### src/rtl/io_control.sv
// LC-3 memory-mapped device registers (KBSR/KBDR/DSR/DDR/MCR) with a one-byte
// keyboard buffer, a one-byte display buffer and a two-state access handshake.
module io_control #(
  parameter logic [15:0] KBSR_ADDR = 16'hFE00,
  parameter logic [15:0] KBDR_ADDR = 16'hFE02,
  parameter logic [15:0] DSR_ADDR  = 16'hFE04,
  parameter logic [15:0] DDR_ADDR  = 16'hFE06,
  parameter logic [15:0] MCR_ADDR  = 16'hFFFE
) (
  input  logic        i_CLK,
  input  logic        i_RST_N,
  input  logic [15:0] i_MAR,
  input  logic [15:0] i_MDR,
  input  logic        i_MIO_EN,
  input  logic        i_RW,
  output logic        o_IO_Sel,
  output logic [15:0] o_Data,
  output logic        o_Ready_Bit,
  input  logic [7:0]  i_KB_Data,
  input  logic        i_KB_Valid,
  output logic        o_KB_Ready,
  output logic [7:0]  o_DSP_Data,
  output logic        o_DSP_Valid,
  input  logic        i_DSP_Ready,
  output logic        o_KB_Int,
  output logic        o_Run
);

  typedef enum logic {IDLE, DONE} state_t;
  state_t state;

  logic       kb_full, kb_ie, dsp_empty, dsp_ie, run;
  logic [7:0] kb_byte;

  logic sel_kbsr, sel_kbdr, sel_dsr, sel_ddr, sel_mcr;
  logic start, rd, wr, kb_hs, dsp_hs;
  logic [15:0] rdata;
  logic unused_mdr;

  assign sel_kbsr = (i_MAR == KBSR_ADDR);
  assign sel_kbdr = (i_MAR == KBDR_ADDR);
  assign sel_dsr  = (i_MAR == DSR_ADDR);
  assign sel_ddr  = (i_MAR == DDR_ADDR);
  assign sel_mcr  = (i_MAR == MCR_ADDR);
  assign o_IO_Sel = sel_kbsr | sel_kbdr | sel_dsr | sel_ddr | sel_mcr;

  // Side effects fire only on the IDLE->DONE edge, so a long DONE cannot repeat them.
  assign start  = (state == IDLE) & i_MIO_EN & o_IO_Sel;
  assign rd     = start & ~i_RW;
  assign wr     = start & i_RW;
  assign kb_hs  = i_KB_Valid & ~kb_full;
  assign dsp_hs = o_DSP_Valid & i_DSP_Ready;

  assign o_KB_Ready = ~kb_full;
  assign o_KB_Int   = kb_full & kb_ie;
  assign o_Run      = run;
  assign unused_mdr = ^i_MDR[13:8];

  always_comb begin
    rdata = 16'h0000;
    if (sel_kbsr)      rdata = {kb_full, kb_ie, 14'b0};
    else if (sel_kbdr) rdata = {8'h00, kb_byte};
    else if (sel_dsr)  rdata = {dsp_empty, dsp_ie, 14'b0};
    else if (sel_mcr)  rdata = {run, 15'b0};
  end

  always_ff @(posedge i_CLK) begin
    if (!i_RST_N) begin
      state       <= IDLE;
      o_Data      <= 16'h0000;
      o_Ready_Bit <= 1'b0;
      kb_full     <= 1'b0;
      kb_ie       <= 1'b0;
      kb_byte     <= 8'h00;
      dsp_empty   <= 1'b1;
      dsp_ie      <= 1'b0;
      o_DSP_Valid <= 1'b0;
      o_DSP_Data  <= 8'h00;
      run         <= 1'b1;
    end else begin
      case (state)
        IDLE: if (start) begin
          state       <= DONE;
          o_Ready_Bit <= 1'b1;
          if (!i_RW) o_Data <= rdata;
        end
        DONE: if (!i_MIO_EN) begin
          state       <= IDLE;
          o_Ready_Bit <= 1'b0;
        end
        default: state <= IDLE;
      endcase

      // Clear-on-read comes first so a byte arriving on the same edge is kept.
      if (rd && sel_kbdr) kb_full <= 1'b0;
      if (kb_hs) begin
        kb_full <= 1'b1;
        kb_byte <= i_KB_Data;
      end
      if (wr && sel_kbsr) kb_ie <= i_MDR[14];

      if (dsp_hs) begin
        o_DSP_Valid <= 1'b0;
        dsp_empty   <= 1'b1;
      end
      if (wr && sel_ddr && dsp_empty) begin
        o_DSP_Data  <= i_MDR[7:0];
        o_DSP_Valid <= 1'b1;
        dsp_empty   <= 1'b0;
      end
      if (wr && sel_dsr) dsp_ie <= i_MDR[14];

      if (wr && sel_mcr) run <= i_MDR[15];
    end
  end

endmodule

### config.mk
export PLATFORM = sky130hd
export DESIGN_NAME = io_control
export DESIGN_NICKNAME = d
export VERILOG_FILES = /design/src/rtl/io_control.sv
export SDC_FILE = /design/constraint.sdc
export NUM_CORES = 1
export LEC_CHECK = 0
export BUFFER_PORTS_ARGS = -buffer_cell sky130_fd_sc_hd__buf_2
export CAP_MARGIN = 10
export CORE_MARGIN = 4
export CORE_UTILIZATION = 36
export CTS_CLUSTER_SIZE = 30
export DETAILED_ROUTE_END_ITERATION = 16
export PLACE_DENSITY = 0.66
export SLEW_MARGIN = 20
export SYNTH_ARGS = -nofsm -noshare
export SYNTH_HDL_FRONTEND = slang
export SYNTH_SLANG_ARGS = --single-unit
### constraint.sdc
create_clock -name i_CLK -period 1.6 [get_ports i_CLK]
set_input_delay 0.16 -clock i_CLK [delete_from_list [all_inputs] [get_ports i_CLK]]
set_output_delay 0.16 -clock i_CLK [all_outputs]
set_load 0.005 [all_outputs]
Word level (Yosys, flattened, before mapping)
Index checks and enable logic that the tools add are counted.
{"block": "word_totals", "out_inout_bits": 30, "romBits": 0, "register_bits": 40, "elab_cells": 58, "input_bits": 46, "latch_bits": 0, "n_memories": 0, "ramBits": 0}
{"block": "classes", "multipliers": 0, "magnitude_cmp": 0, "bitwise": 14, "n_reduce_logical": 10, "eq_ne": 7, "div": 0, "n_shift": 0, "n_mux": 16, "add_sub_neg": 0}
{"cell": "16-bit equality test (second input constant)", "n": 5}
{"cell": "16-bit 2-to-1 mux", "n": 4}
{"cell": "1-bit 2-to-1 mux", "n": 10}
{"cell": "1-bit AND", "n": 7}
{"cell": "1-bit logical AND", "n": 6}
{"cell": "2-bit != test (second input constant)", "n": 2}
{"cell": "1-bit OR", "n": 4}
{"cell": "1-bit one-hot mux with 2 select lines", "n": 2}
{"cell": "2-bit nonzero test", "n": 2}
{"cell": "1-bit inverter", "n": 3}
{"cell": "3-bit AND reduction", "n": 1}
{"cell": "2-bit AND reduction", "n": 1}

Logic depth before layout (Yosys ltp)
{"block": "depth", "word_depth": 10, "depth_mapped": 7, "mapped_depth_nobuf": 5}

Worst setup path after synthesis
No wires, ideal clock.
{"block": "synth_timing", "path_type": "reg-to-reg", "start": "register state", "end": "register o_Data[14]", "setup_time_ns": 0.070, "path_stages_with_launch": 6, "required_time_ns": 1.530, "path_slack_ns": 0.145, "arrival_time_ns": 1.385, "n_path_buf": 0, "cell_sequence": "dfxtp_1 nor2b_1 nor2b_1 o211ai_2 or4_1 a21boi_1"}
{"block": "synth_between", "elab_chain_len": 4}
{"item": "start: declaration", "line_no": "30", "text": "state_t state;"}
{"item": "start signal: assignment", "line_no": "69", "text": "state <= IDLE;"}
{"item": "start signal: assignment", "line_no": "83", "text": "state <= DONE;"}
{"item": "start signal: assignment", "line_no": "88", "text": "state <= IDLE;"}
{"item": "1-bit inverter (*)"}
{"item": "1-bit AND (2 in series)", "line_no": "48", "text": "assign start = (state == IDLE) & i_MIO_EN & o_IO_Sel;"}
{"item": "3-bit AND reduction (no source line) (*)"}
{"item": "end signal: assignment", "line_no": "85", "text": "if (!i_RW) o_Data <= rdata;"}
{"item": "end: declaration", "line_no": "17", "text": "output logic [15:0] o_Data,"}
Every way passes the cells marked *; elsewhere a longest branch is shown, timed or not.
A chain may end at the register's enable or synchronous reset.

Worst setup path after layout
Ends and elaborated chain as after synthesis.

==> results.py <==
metrics = {
    "sta": {
        "drv_slew": 0,
        "timing.fmax_mhz": 651,
        "fin_setup_tns_ns": 0,
        "slew_headroom": 0.638,
        "min_period_over_period": 0.960,
        "finClkSkew_ns": 0.00282,
        "fin_crit_ns": 1.54,
        "tightest_slew_ns": 0.542,
        "hold_violations": 0,
        "hold_ws_ns": 0.102,
        "grt_setup_unrepaired": "false",
        "setup_violations": 0,
    },
    "layout": {
        "layout_common_cells": "buf_2 (63), dfxtp_1 (34), nand2_1 (26)",
        "top_register": "o_Data",
        "final_common_cell": "buf_2",
        "antennaDiodeCount": 0,
        "top_regs": "o_Data x10, kb_byte x8, o_DSP_Data x8",
        "largest_reg_flops": 10,
        "drive_above_1_share": 0.355,
        "syn_to_final_growth_pct": 33.6,
        "fin_nets": 279,
    },
    "routing": {
        "viasPerCell": 4.62,
        "drc": 0,
        "drt_iter0_markers": 54,
        "wire_per_inst_um": 11.6,
        "drt-total-wl_mm": 3.30,
        "postRouteAntennaNets": 0,
        "route.vias.total": 1313,
        "dr.pass1.iters": 4,
    },
    "clocking": {
        "path_clk_slew_ns": 0.07,
        "cts_root_buf": "clkbuf_8",
        "ctsResizeCount": 0,
        "clkLatencyLatePin_ns": 0.27,
        "cts_setup_buffers": 0,
        "cts_hold_buf": 0,
        "clockBufferDepth": 2,
        "clock-sinks": 34,
        "cts_tree": "yes",
        "htree_num_levels": 2,
        "numCtsBuffers": 5,
    },
    "power": {
        "power_density_mw_per_mm2": 862,
        "leakagePower_uw": 0.000879,
        "ir_worst_vdd_mv": 0.566,
    },
    "setup_path": {
        "arrival_ns": 1.74,
        "end_kind": "flip-flop",
        "rr_endpoint": "o_Data[14]$_SDFFE_PN0P_",
        "path_cells": "nor2b_1 -> nor2b_1 -> o211ai_2 -> or4_1 -> a21boi_1",
        "rr_startpoint": "state$_SDFF_PN0_",
        "crit_required_ns": 1.81,
        "cp-start-kind": "flip-flop",
        "r2r_cells": 5,
        "path_common_cell": "nor2b_1",
        "rrSetupSlack_ns": 0.06,
        "slowest_stage": "or4_1",
        "max_stage_delay_ns": 0.49,
        "crit_fanout": 3,
        "criticalPathCategory": "reg2reg",
    },
    "flow_run": {
        "maxCapViolations": 0,
    },
    "grt": {
        "grt_antenna_before_repair": 0,
        "grt_usage": 0.134,
        "grt_pass1_wl_mm": 5.57,
        "grt_remaining_overflow": 0,
        "grt_max_degree": 37,
        "grt_pass1_vias": 1276,
    },
    "die": {
        "die_w_um": 72.3,
        "start_util": 0.372,
        "rows": 23,
        "coreArea_mm2": 0.00400,
        "die_area_mm2": 0.00523,
        "ios": 76,
        "die_height_um": 72.3,
    },
    "yosys": {
        "netlist.area_leader.share": 0.458,
        "ys_seq_area_frac": 0.458,
        "avgSynthCellArea_um2": 9.02,
        "syn_inst": 165,
        "synthTopCellsByArea": "dfxtp_1 (46%), nor2b_1 (8.8%), mux2i_1 (7.4%)",
        "yosysTopAreaCell": "dfxtp_1",
        "yosys_register_bits": 34,
        "syn_area_mm2": 0.00149,
        "synth_cell_types": 30,
        "ys_warn_count": 0,
    },
    "placement": {
        "portBuffers": 63,
        "gp_congestion": 0.687,
        "dpl.hpwl_mm": 2.43,
    },
    "worst_hold_path": {
        "hold_depth": 3,
        "min_from": "i_MDR[15]",
        "holdCritPathClass": "in2reg",
        "min_to": "o_Run$_SDFFE_PN1P_",
    },
    "status": {
        "status": "completed",
    },
}
==> how the worst max path moves through the flow <==
stage / start / to / slack [ns] / depth (start not counted)
final: state$_SDFF_PN0_ / o_Data[14]$_SDFFE_PN0P_ / 0.06 / 5
after global routing: state$_SDFF_PN0_ / o_Data[14]$_SDFFE_PN0P_ / 0.007 / 5
after CTS: state$_SDFF_PN0_ / o_Data[14]$_SDFFE_PN0P_ / 0.05 / 5
after detailed placement: i_MAR[8] / o_Data[14]$_SDFFE_PN0P_ / -0.03 / 5
after global placement: i_MAR[8] / o_Data[14]$_SDFFE_PN0P_ / 0.004 / 5
after floorplan: state$_SDFF_PN0_ / o_Data[14]$_SDFFE_PN0P_ / 0.14 / 5
==> area by class of cell <==
type | instances | area (um2)
Timing Repair Buffer | 71 | 388
Fill cell | 417 | 2010
Clock buffer | 8 | 110
Inverter | 3 | 11.3
Multi-Input combinational cell | 118 | 734
Tap cell | 50 | 62.6
Sequential cell | 34 | 681
==> report_power, final <==
group          switching, uW  total [uW]  leakage [uW]  internal, uW
Sequential              7.14         867      0.000275           859
Clock                    286         720     0.0000575           434
Combinational           62.1         125      0.000546          63.2
==> critical path: cells and delay by family (launching register included) <==
family           cells  cell delay, ns
AND/OR/NAND/NOR      3            0.89
AO/OA/AOI/OAI        2            0.27
flip-flops           1            0.32
==> kinds of logic after synthesis <==
| group | Yosys count | share of synthesized area |
|---|---|---|
| simple gates | 70 | 0.251 |
| flops | 34 | 0.458 |
| compound gates | 31 | 0.151 |
| buf+inv | 18 | 0.0648 |
| mux | 11 | 0.0740 |
| other cells | 1 | 0.00252 |
==> per-stage QoR <==
stage	cell area [um2]	power (uW)	setup slack [ns]	util	instances
6_report	1990	1710	0.0637	0.497	284
5_1_grt	1990	1800	0.00681	0.497	284
4_1_cts	1990	1740	0.0485	0.497	284
3_5_place_dp	1880	1010	-0.0259	0.469	276
3_3_place_gp	1880	1010	0.00406	0.469	276
2_1_floorplan	1510	952	0.145	-	170
==> cell usage after synthesis <==
library cell	count
dfxtp_1	34
nand2_1	26
nor2b_1	21
mux2i_1	11
a21boi_0	10
a22oi_1	8
buf_4	7
clkbuf_1	6
o21ai_0	5
nand3_1	4
nand4_1	4
nor2_1	4
inv_1	3
nor3_1	3
a21oi_1	2
buf_2	2
o21a_1	2
a211o_1	1
a21boi_1	1
and2_1	1
and2_2	1
and4_1	1
conb_1	1
nand4b_1	1
nand4bb_1	1
nor4_1	1
nor4_2	1
o211a_1	1
o211ai_2	1
or4_1	1
==> per-layer routing <==
layer  GRT usage  wire length [um]  vias to the layer above
li1            -                 -                      690
met1       0.168              1550                      571
met2       0.206              1360                       50
met3      0.0596               364                        2
met4      0.0438                16                        0
met5           0                 0                        -
(Power assumes the default switching activity.)
